<file path="src/rtl/vga_pkg.sv">
// vga_pkg: shared timing defaults and sprite record for vga_sprite_timing.
//   Default 640x480 timing values, derived line/frame totals and active-area
//   start positions, counter/coordinate widths and the sprite_t record used
//   for both the shadow (writer-facing) and live (display-facing) banks.
package vga_pkg;

  localparam int H_ACTIVE_D = 640;
  localparam int H_FP_D     = 16;
  localparam int H_PULSE_D  = 96;
  localparam int H_BP_D     = 48;
  localparam int V_ACTIVE_D = 480;
  localparam int V_FP_D     = 10;
  localparam int V_PULSE_D  = 2;
  localparam int V_BP_D     = 29;

  localparam int HT_D      = H_PULSE_D + H_BP_D + H_ACTIVE_D + H_FP_D;
  localparam int VT_D      = V_PULSE_D + V_BP_D + V_ACTIVE_D + V_FP_D;
  localparam int H_START_D = H_PULSE_D + H_BP_D;
  localparam int V_START_D = V_PULSE_D + V_BP_D;

  // Counters and sprite compares share an 11-bit datapath so that
  // centre+HALF never overflows and px+HALF never goes negative.
  localparam int CNT_W     = 11;
  localparam int COORD_W   = 10;
  // Colour field is sized for up to 8 bits per channel; the top level
  // uses the low 3*CW bits.
  localparam int RGB_MAX_W = 24;

  typedef struct packed {
    logic [COORD_W-1:0]   x;
    logic [COORD_W-1:0]   y;
    logic                 en;
    logic [RGB_MAX_W-1:0] rgb;
  } sprite_t;

endpackage

</file>
<file path="src/rtl/vga_sprite_hit.sv">
// vga_sprite_hit: combinational box test for one square sprite.
//   px_i, py_i : active-area pixel coordinate (CNT_W bits)
//   spr_i      : live sprite record (centre x/y, enable, colour)
//   hit_o      : pixel lies inside the enabled 2*HALF square box
module vga_sprite_hit
  import vga_pkg::*;
#(
  parameter int HALF = 20
) (
  input  logic [CNT_W-1:0] px_i,
  input  logic [CNT_W-1:0] py_i,
  input  sprite_t          spr_i,
  output logic             hit_o
);

  logic [CNT_W-1:0] half_w;
  logic [CNT_W-1:0] x_w;
  logic [CNT_W-1:0] y_w;
  logic             unused_rgb;

  assign half_w = CNT_W'(HALF);
  assign x_w    = CNT_W'(spr_i.x);
  assign y_w    = CNT_W'(spr_i.y);

  // Lower bound written as px+HALF >= x instead of px >= x-HALF so a
  // centre near 0 cannot wrap around.
  assign hit_o = spr_i.en
              && (px_i + half_w >= x_w) && (px_i < x_w + half_w)
              && (py_i + half_w >= y_w) && (py_i < y_w + half_w);

  assign unused_rgb = ^spr_i.rgb;

endmodule

</file>
<file path="src/rtl/vga_sprite_timing.sv">
// vga_sprite_timing: VGA timing generator with NSPR solid square sprites.
//   dclk, clr_n             : pixel clock, async active-low reset
//   pos_valid/pos_ready     : sprite write handshake into shadow bank
//   pos_id/x/y/en/rgb       : sprite write payload
//   hsync, vsync            : registered active-low syncs
//   red, green, blue        : registered pixel colour
//   frame_start             : one-cycle pulse on the first output cycle of a frame
// Shadow registers are copied to live registers on the last cycle of the
// frame so a frame is never drawn with a half-updated sprite set.
module vga_sprite_timing
  import vga_pkg::*;
#(
  parameter int H_ACTIVE = H_ACTIVE_D,
  parameter int H_FP     = H_FP_D,
  parameter int H_PULSE  = H_PULSE_D,
  parameter int H_BP     = H_BP_D,
  parameter int V_ACTIVE = V_ACTIVE_D,
  parameter int V_FP     = V_FP_D,
  parameter int V_PULSE  = V_PULSE_D,
  parameter int V_BP     = V_BP_D,
  parameter int NSPR     = 4,
  parameter int HALF     = 20,
  parameter int CW       = 3,
  parameter logic [3*CW-1:0] BG_RGB = '1,
  localparam int IDW     = (NSPR > 1) ? $clog2(NSPR) : 1
) (
  input  logic               dclk,
  input  logic               clr_n,
  input  logic               pos_valid,
  output logic               pos_ready,
  input  logic [IDW-1:0]     pos_id,
  input  logic [COORD_W-1:0] pos_x,
  input  logic [COORD_W-1:0] pos_y,
  input  logic               pos_en,
  input  logic [3*CW-1:0]    pos_rgb,
  output logic               hsync,
  output logic               vsync,
  output logic [CW-1:0]      red,
  output logic [CW-1:0]      green,
  output logic [CW-1:0]      blue,
  output logic               frame_start
);

  localparam int HT      = H_PULSE + H_BP + H_ACTIVE + H_FP;
  localparam int VT      = V_PULSE + V_BP + V_ACTIVE + V_FP;
  localparam int H_START = H_PULSE + H_BP;
  localparam int V_START = V_PULSE + V_BP;

  localparam logic [CNT_W-1:0] HT_M1     = CNT_W'(HT - 1);
  localparam logic [CNT_W-1:0] VT_M1     = CNT_W'(VT - 1);
  localparam logic [CNT_W-1:0] H_PULSE_C = CNT_W'(H_PULSE);
  localparam logic [CNT_W-1:0] V_PULSE_C = CNT_W'(V_PULSE);
  localparam logic [CNT_W-1:0] H_START_C = CNT_W'(H_START);
  localparam logic [CNT_W-1:0] H_END_C   = CNT_W'(H_START + H_ACTIVE);
  localparam logic [CNT_W-1:0] V_START_C = CNT_W'(V_START);
  localparam logic [CNT_W-1:0] V_END_C   = CNT_W'(V_START + V_ACTIVE);

  logic [CNT_W-1:0] hc_q, hc_d, vc_q, vc_d;
  logic             commit, wr_fire;
  sprite_t          shadow_q [NSPR];
  sprite_t          shadow_d [NSPR];
  sprite_t          live_q   [NSPR];
  sprite_t          live_d   [NSPR];
  logic             rdy_q, rdy_d;
  logic             hsync_q, hsync_d, vsync_q, vsync_d, fs_q, fs_d;
  logic [3*CW-1:0]  rgb_q, rgb_d;
  logic             active;
  logic [CNT_W-1:0] px, py;
  logic [NSPR-1:0]  hit;

  assign commit  = (hc_q == HT_M1) && (vc_q == VT_M1);
  assign wr_fire = pos_valid && rdy_q;

  always_comb begin
    hc_d = hc_q + 1'b1;
    vc_d = vc_q;
    if (hc_q == HT_M1) begin
      hc_d = '0;
      vc_d = (vc_q == VT_M1) ? '0 : vc_q + 1'b1;
    end
    // Ready is registered from the next count, so it drops exactly for the
    // commit cycle and stays low during (and the cycle after) reset.
    rdy_d = !((hc_d == HT_M1) && (vc_d == VT_M1));
  end

  always_comb begin
    shadow_d = shadow_q;
    live_d   = live_q;
    if (commit) live_d = shadow_q;
    for (int i = 0; i < NSPR; i++) begin
      if (wr_fire && (pos_id == IDW'(i))) begin
        shadow_d[i].x   = pos_x;
        shadow_d[i].y   = pos_y;
        shadow_d[i].en  = pos_en;
        shadow_d[i].rgb = RGB_MAX_W'(pos_rgb);
      end
    end
  end

  assign active = (hc_q >= H_START_C) && (hc_q < H_END_C)
               && (vc_q >= V_START_C) && (vc_q < V_END_C);
  assign px = hc_q - H_START_C;
  assign py = vc_q - V_START_C;

  for (genvar g = 0; g < NSPR; g++) begin : g_hit
    vga_sprite_hit #(.HALF(HALF)) u_hit (
      .px_i  (px),
      .py_i  (py),
      .spr_i (live_q[g]),
      .hit_o (hit[g])
    );
  end

  always_comb begin
    rgb_d = BG_RGB;
    // Walk from the highest id down so the lowest hitting id wins.
    for (int i = NSPR - 1; i >= 0; i--) begin
      if (hit[i]) rgb_d = live_q[i].rgb[3*CW-1:0];
    end
    if (!active) rgb_d = '0;
    hsync_d = (hc_q >= H_PULSE_C);
    vsync_d = (vc_q >= V_PULSE_C);
    fs_d    = (hc_q == '0) && (vc_q == '0);
  end

  always_ff @(posedge dclk or negedge clr_n) begin
    if (!clr_n) begin
      hc_q    <= '0;
      vc_q    <= '0;
      rdy_q   <= 1'b0;
      hsync_q <= 1'b1;
      vsync_q <= 1'b1;
      fs_q    <= 1'b0;
      rgb_q   <= '0;
      for (int i = 0; i < NSPR; i++) begin
        shadow_q[i] <= '0;
        live_q[i]   <= '0;
      end
    end else begin
      hc_q     <= hc_d;
      vc_q     <= vc_d;
      rdy_q    <= rdy_d;
      hsync_q  <= hsync_d;
      vsync_q  <= vsync_d;
      fs_q     <= fs_d;
      rgb_q    <= rgb_d;
      shadow_q <= shadow_d;
      live_q   <= live_d;
    end
  end

  assign pos_ready   = rdy_q;
  assign hsync       = hsync_q;
  assign vsync       = vsync_q;
  assign frame_start = fs_q;
  assign red         = rgb_q[3*CW-1:2*CW];
  assign green       = rgb_q[2*CW-1:CW];
  assign blue        = rgb_q[CW-1:0];

endmodule
</file>
<file path="config.mk">
export PLATFORM = sky130hd
export DESIGN_NAME = vga_sprite_timing
export DESIGN_NICKNAME = d
export VERILOG_FILES = /design/src/rtl/vga_pkg.sv /design/src/rtl/vga_sprite_hit.sv /design/src/rtl/vga_sprite_timing.sv
export SDC_FILE = /design/constraint.sdc
export NUM_CORES = 1
export LEC_CHECK = 0
export BUFFER_PORTS_ARGS = -buffer_cell sky130_fd_sc_hd__buf_4
export CAP_MARGIN = 5
export CORE_MARGIN = 2
export CORE_UTILIZATION = 60
export CTS_CLUSTER_DIAMETER = 80
export DETAILED_ROUTE_END_ITERATION = 6
export PLACE_DENSITY_LB_ADDON = 0.2
export RECOVER_POWER = 25
export REMOVE_ABC_BUFFERS = 1
export SYNTH_ARGS = -nofsm -noshare
export SYNTH_HDL_FRONTEND = slang
export SYNTH_SLANG_ARGS = --single-unit
</file>
<file path="constraint.sdc">
create_clock -name dclk -period 10.69 [get_ports dclk]
set_input_delay 2.138 -clock dclk [delete_from_list [all_inputs] [get_ports dclk]]
set_output_delay 2.138 -clock dclk [all_outputs]
set_load 0.03 [all_outputs]
</file>
[Word level (Yosys, flattened, before mapping)]
Index checks and enable logic that the tools add are counted.
Cells by class
  add/sub/neg operators: 14
  order comparisons: 22
  equal/unequal tests: 7
  mux-type cells: 8
  reductions and logical operators: 31
Operators by type and width (count)
  10-bit by 5-bit adder with 11-bit output, second input constant: 8
  11-bit by 10-bit greater-or-equal comparator with 1-bit output: 8
  11-bit < comparator: 8
  9-bit 2-to-1 mux: 5
  11-bit by 10-bit equality test with 1-bit output, second input constant: 4
  11-bit 2-to-1 mux: 3
  1-bit logical AND: 27
  11-bit by 1-bit adder with 11-bit output, second input constant: 2
  11-bit by 5-bit adder with 11-bit output, second input constant: 2
  11-bit zero test: 2
  11-bit by 2-bit greater-or-equal comparator with 1-bit output, second input constant: 1
  11-bit by 5-bit greater-or-equal comparator with 1-bit output, second input constant: 1
  11-bit by 7-bit greater-or-equal comparator with 1-bit output, second input constant: 1
  11-bit by 8-bit greater-or-equal comparator with 1-bit output, second input constant: 1
  11-bit by 10-bit < comparator with 1-bit output, second input constant: 1
  11-bit by 9-bit < comparator with 1-bit output, second input constant: 1
  11-bit by 5-bit subtractor with 11-bit output, second input constant: 1
  11-bit by 8-bit subtractor with 11-bit output, second input constant: 1
  2-bit equality test, second input constant: 2
  2-bit by 1-bit equality test with 1-bit output, second input constant: 1
  2-bit zero test: 1
  1-bit zero test: 1
Storage, ports and cells
  register bits: 275
  output and inout port bits: 13

[Depth between registers and ports, before layout]
  word-level depth: 12
  gate-level depth with buffers: 18
  gate-level depth less buffers: 16

[Cells and area by module]
A second synthesis with hierarchy kept.
Unflattened totals
  cells, all modules: 1735
  area, all modules: 16679.7 um^2
By module, submodules not included
  vga_sprite_timing: times used 1, cells each 1037, area an instance 11262.1 um^2, sequential area each 6884.1 um^2
  vga_sprite_hit (g_hit[0].u_hit ...): times used 2, cells each 178, area an instance 1373.8 um^2, sequential area each 0.0 um^2
  vga_sprite_hit (g_hit[1].u_hit ...): times used 2, cells each 171, area an instance 1335.0 um^2, sequential area each 0.0 um^2

[Worst setup path after synthesis]
OpenSTA, ideal clock, no wires.
  path kind: reg-to-reg
  start: reg hc_q[4]
  end: reg rgb_q[7]
  data arrival time: 3.937 ns
  required time: 10.532 ns
  path slack: 6.595 ns
  cell stages (with the launch flop): 17
  path through: dfrtp_1 clkbuf_1 inv_1 ha_1 nor2b_1 or3_1 and2_1 xor2_1 ha_1 a2111oi_0 o211ai_1 a31o_2 o2111a_1 o41ai_4 o311ai_2 o221ai_1 a221oi_1
Between the ends
  cells in the longest elaborated chain, start to end: 12
RTL lines
  start, declared: line vga_sprite_timing.sv:58  | logic [CNT_W-1:0] hc_q, hc_d, vc_q, vc_d;
  start signal, assigned: line vga_sprite_timing.sv:128  | hc_q <= '0;
  start signal, assigned: line vga_sprite_timing.sv:140  | hc_q <= hc_d;
  11-bit by 8-bit subtractor with 11-bit output: line vga_sprite_timing.sv:102  | assign px = hc_q - H_START_C;
  11-bit by 5-bit adder with 11-bit output: line vga_sprite_hit.sv:28  | && (px_i + half_w >= x_w) && (px_i < x_w + half_w)
  11-bit by 10-bit greater-or-equal comparator with 1-bit output: line vga_sprite_hit.sv:28
  1-bit logical AND (2 in a row): line vga_sprite_hit.sv:28
  1-bit logical AND (2 in a row): line vga_sprite_hit.sv:29  | && (py_i + half_w >= y_w) && (py_i < y_w + half_w);
  9-bit 2-to-1 mux (4 in a row): line vga_sprite_timing.sv:118  | if (hit[i]) rgb_d = live_q[i].rgb[3*CW-1:0];
  9-bit 2-to-1 mux *: line vga_sprite_timing.sv:120  | if (!active) rgb_d = '0;
  named net rgb_d[7]: line vga_sprite_timing.sv:66  | logic [3*CW-1:0] rgb_q, rgb_d;
  end signal, assigned: line vga_sprite_timing.sv:146  | rgb_q <= rgb_d;
  end, declared: line vga_sprite_timing.sv:66
Mark *: on every way through the listed nets, which the timed path passes. The rest lies on a longest branch.
A chain may end at the register's enable or synchronous reset.

[Worst setup path after layout]
  start: reg hc_q[4]
  end: reg rgb_q[5]
Same word-level chain as after synthesis.

==> results.env <==
CLKSLEWWORSTSETUPHOLDPATHS_NS=0.06
MAX_FREQ_MHz=198
FLOORPLAN.INITIALDENSITY_PCT=60.5
FINALSETUPVIOLCOUNT=0
ASYNC_FLOP_SHARE_PCT=100
HEIGHT_OF_THE_DIE_UM=165
GRT.TOTAL_USAGE_PCT=28.2
NETSWITCHINGPOWER_uW=533
CTS-ROOT-BUF='clkbuf_16'
ROUTED_WL_UM=37600
GRT_ANTENNA_BEFORE_REPAIR=0
WORST_SETUP_PATH_TYPE='reg -> reg'
CTS.SINK_COUNT=275
DIE_X_UM=165
POST_CTS_RESIZE_COUNT=0
SW_RATIO_PCT=23.0
MAX-SLEW-MARGIN-REL_PCT=20.4
VIAS_PER_CELL=5.99
FIN_SETUP_TNS_NS=0
PIN_COUNT=48
GLOBALPLACE.CONGESTION=1.04
POST_CTS_HOLD_BUFFER_COUNT=0
P_PER_AREA_nW_PER_UM2=135
FINALHOLDVIOLCOUNT=0
HOLD_PATH_CLASS='reg -> reg'
POST_CTS.REPAIR.SETUP_BUFFERS=0
SYN-INSTANCE-COUNT=1462
GRT_PASS1_WL_UM=59300
CP-END-KIND='flop'
AREA_OF_THE_DIE_UM2=27400
MOSTFREQUENTLAYOUTCELLS='273 x dfrtp_1, 174 x ha_1, 159 x mux2_2'
CLOCK_POWER_SHARE_PCT=43.9
RUN_STATUS='finished clean'
INTERNAL-POWER_uW=1790
IR_DROP_mV=0.201
FIN_NETS=1703
DRIVE_ABOVE_1_SHARE_PCT=18.5
WIRE_LENGTH_ON_MET2_UM=17200
RSZ0062_AT_GRT='no'
FINAL_PERIOD_MINUS_WORST_SETUP_SLACK_NS=5.05
ROUTEDLENGTHMET1_UM=17800
GRT_START_MAX_NET_PINS=117
FIN_SKEW_NS=0.0151
SYN_AREA_PER_CELL_UM2=10.7
SYNTH_LARGEST_TYPE_AREA_FRACTION_PCT=43.7
WORST_SLEW_PIN_SLEW_NS=1.19
ARRIVAL_TIME_REPORTED_FOR_THE_CRITICAL_PATH_ENDPOINT_NS=5.42
SYN-CELL-AREA_UM2=15600
DETAILEDROUTE.FIRSTPASSITERATIONCOUNT=5
WORST_EP_REQUIRED_TIME_NS=11.06
NUM_ROWS=59
GRT_PASS1_VIAS=10800
CORE_AREA_UM2=25800
IO_BUFFERS=47
TRITONCTS='yes'
STATIC-LEAKAGE-POWER_uW=0.00763
SYNTH_TOP_CELL_BY_AREA='dfrtp_1'
NUM_VIAS=11100
HOLD_START='shadow_q[34]$_DFFE_PN0P_'
DETAIL_ROUTE_MET3_WL_UM=1850
POST-ROUTE-PERIOD-UTIL_PCT=47.2
WORSTREG2REGSTART='hc_q[4]$_DFF_PN0_'
WORSTSETUPSTARTPOINT='hc_q[4]$_DFF_PN0_'
DRC_ERRORS=0
DRV_SLEW=0
GLOBALROUTE.TOTALOVERFLOW=0
NUMBER_OF_BUFFERS_ON_THE_LONGEST_CLOCK_PATH=3
DR.MAX_LAYER_USED='met4'
MOSTFREQUENTLAYOUTCELL='dfrtp_1'
CAP_VIOLATIONS=0
PWR-SHARE-SEQ_PCT=50.3
YOSYSWARNINGS=0
STARTPOINT_TYPE='flop'
YOSYSSEQAREASHARE_PCT=44.0
DP_HPWL_UM=26700
POSTROUTEANTENNANETS=0
DRTITER0DRC=753
YS.FLOP_TYPE='dfrtp_1'
WORST_SKEW_PAIR.LATE_LATENCY_NS=0.57
YOSYS_REGISTER_BITS=275
TRITONCTS.NUM_BUFFERS=29
SYNTH-EDFF-COUNT=0
SYN_TO_FINAL_GROWTH_PCT=10.2
WIRE_PER_INST_UM=20.3
P_TOTAL_uW=2320
SYNTH.DISTINCT_CELLS=66
POST_SYNTH_MAIN_AREA_CONTRIBUTORS='dfrtp_1 44%, ha_1 14%, mux2_2 11%, o21ai_0 4.0%, xnor2_1 3.6%'
CTSHTREEMAXLEVEL=1
CRIT_FANOUT=10
NUM_ANTENNA_CELLS=0
COMB_POWER_SHARE_PCT=5.8
-- cell families after synthesis --
group,Yosys count,synth area share [%]
simple gates,307,9.55
xor+xnor,81,4.54
compound gates,301,12.4
flops,275,44.0
fa+ha+maj,174,13.9
mux,160,11.5
buf+inv,164,4.03
-- per-layer routing --
| metal | GRT usage, % | up-vias |
|---|---|---|
| met5 | 0 | - |
| met4 | 5.64 | 0 |
| met2 | 44.7 | 263 |
| met3 | 3.50 | 48 |
| met1 | 41.9 | 5522 |
| li1 | - | 5265 |
-- final timing paths --
path                                            end  slack (ns)  cells past startpoint
setup / recovery                 rgb_q[5]$_DFF_PN0_        5.64                     15
min in group asynchronous  shadow_q[27]$_DFFE_PN0P_        1.62                      1
setup reg to reg                 rgb_q[5]$_DFF_PN0_        5.64                     15
hold reg to reg              live_q[34]$_DFFE_PN0P_        0.48                      2
max in group asynchronous     live_q[5]$_DFFE_PN0P_        7.38                      2
hold / removal               live_q[34]$_DFFE_PN0P_        0.48                      2
-- power groups by stage --
| stage | clock (uW) | sequential, uW | combinational (uW) |
|---|---|---|---|
| after floorplan | 0 | 1170 | 86.9 |
| after global placement | 0 | 1180 | 131 |
| after detailed placement | 0 | 1190 | 138 |
| after CTS | 1030 | 1170 | 139 |
| after global routing | 1080 | 1180 | 149 |
| final | 1020 | 1170 | 135 |
-- registers in the layout, summed over array words and instances, names as in the netlist --
register,cells
frame_start,1
hc_q,11
hsync,1
live_q,120
pos_ready,1
rgb_q,9
shadow_q,120
vc_q,11
vsync,1
-- final cells by class --
cell class              instances  area (um^2)
repair buffers                 54          409
multi-input cells            1023         8130
fillers                      2086         8600
clock inverters                17          169
inverters                     111          417
flip-flops and latches        275         6880
well taps                     335          419
clock buffers                  37          806
-- stage by stage --
stage          utilization, %  cell area, um^2  cells  setup WS [ns]  hold WS [ns]
2_1_floorplan               -            15400   1409           2.59         0.444
3_3_place_gp             63.0            16300   1798           5.92         0.452
3_5_place_dp             63.0            16300   1798           5.79         0.459
4_1_cts                  66.7            17200   1852           5.66         0.477
5_1_grt                  66.7            17200   1852           5.25         0.500
6_report                 66.7            17200   1852           5.64         0.476
-- Yosys cell counts, drive strengths merged (3+ instances only) --
cell type    n
and4         5
xnor2       64
nor3        28
o21a        11
a211oi      11
nand4        8
o221ai      13
a21o        17
nand3       26
o311a        3
or2          3
nor3b        5
a221oi      10
a2111oi      4
o311ai       3
o211ai       8
or3          9
o21ai      128
xor2        17
mux2       159
nor2        40
and3         8
nor4         9
o21bai       3
nand2b      14
o2111ai      9
a21oi       56
nor2b       21
nand2      124
dfrtp      273
ha         174
clkbuf      49
o31ai        5
inv        111
buf          4
-- critical path: stages, from the launching register on --
cell	delay, ns
dfrtp_1	0.50
inv_1	0.23
ha_1	0.29
nor2b_1	0.16
or3_1	0.34
and2_1	0.27
xor2_1	0.49
ha_1	0.35
a2111oi_0	0.47
o211ai_1	0.18
a31o_2	0.27
o2111a_1	0.27
o41ai_4	0.15
o311ai_2	0.44
o221ai_1	0.32
a221oi_1	0.12
No activity file was read; power rests on OpenSTA's default activity.
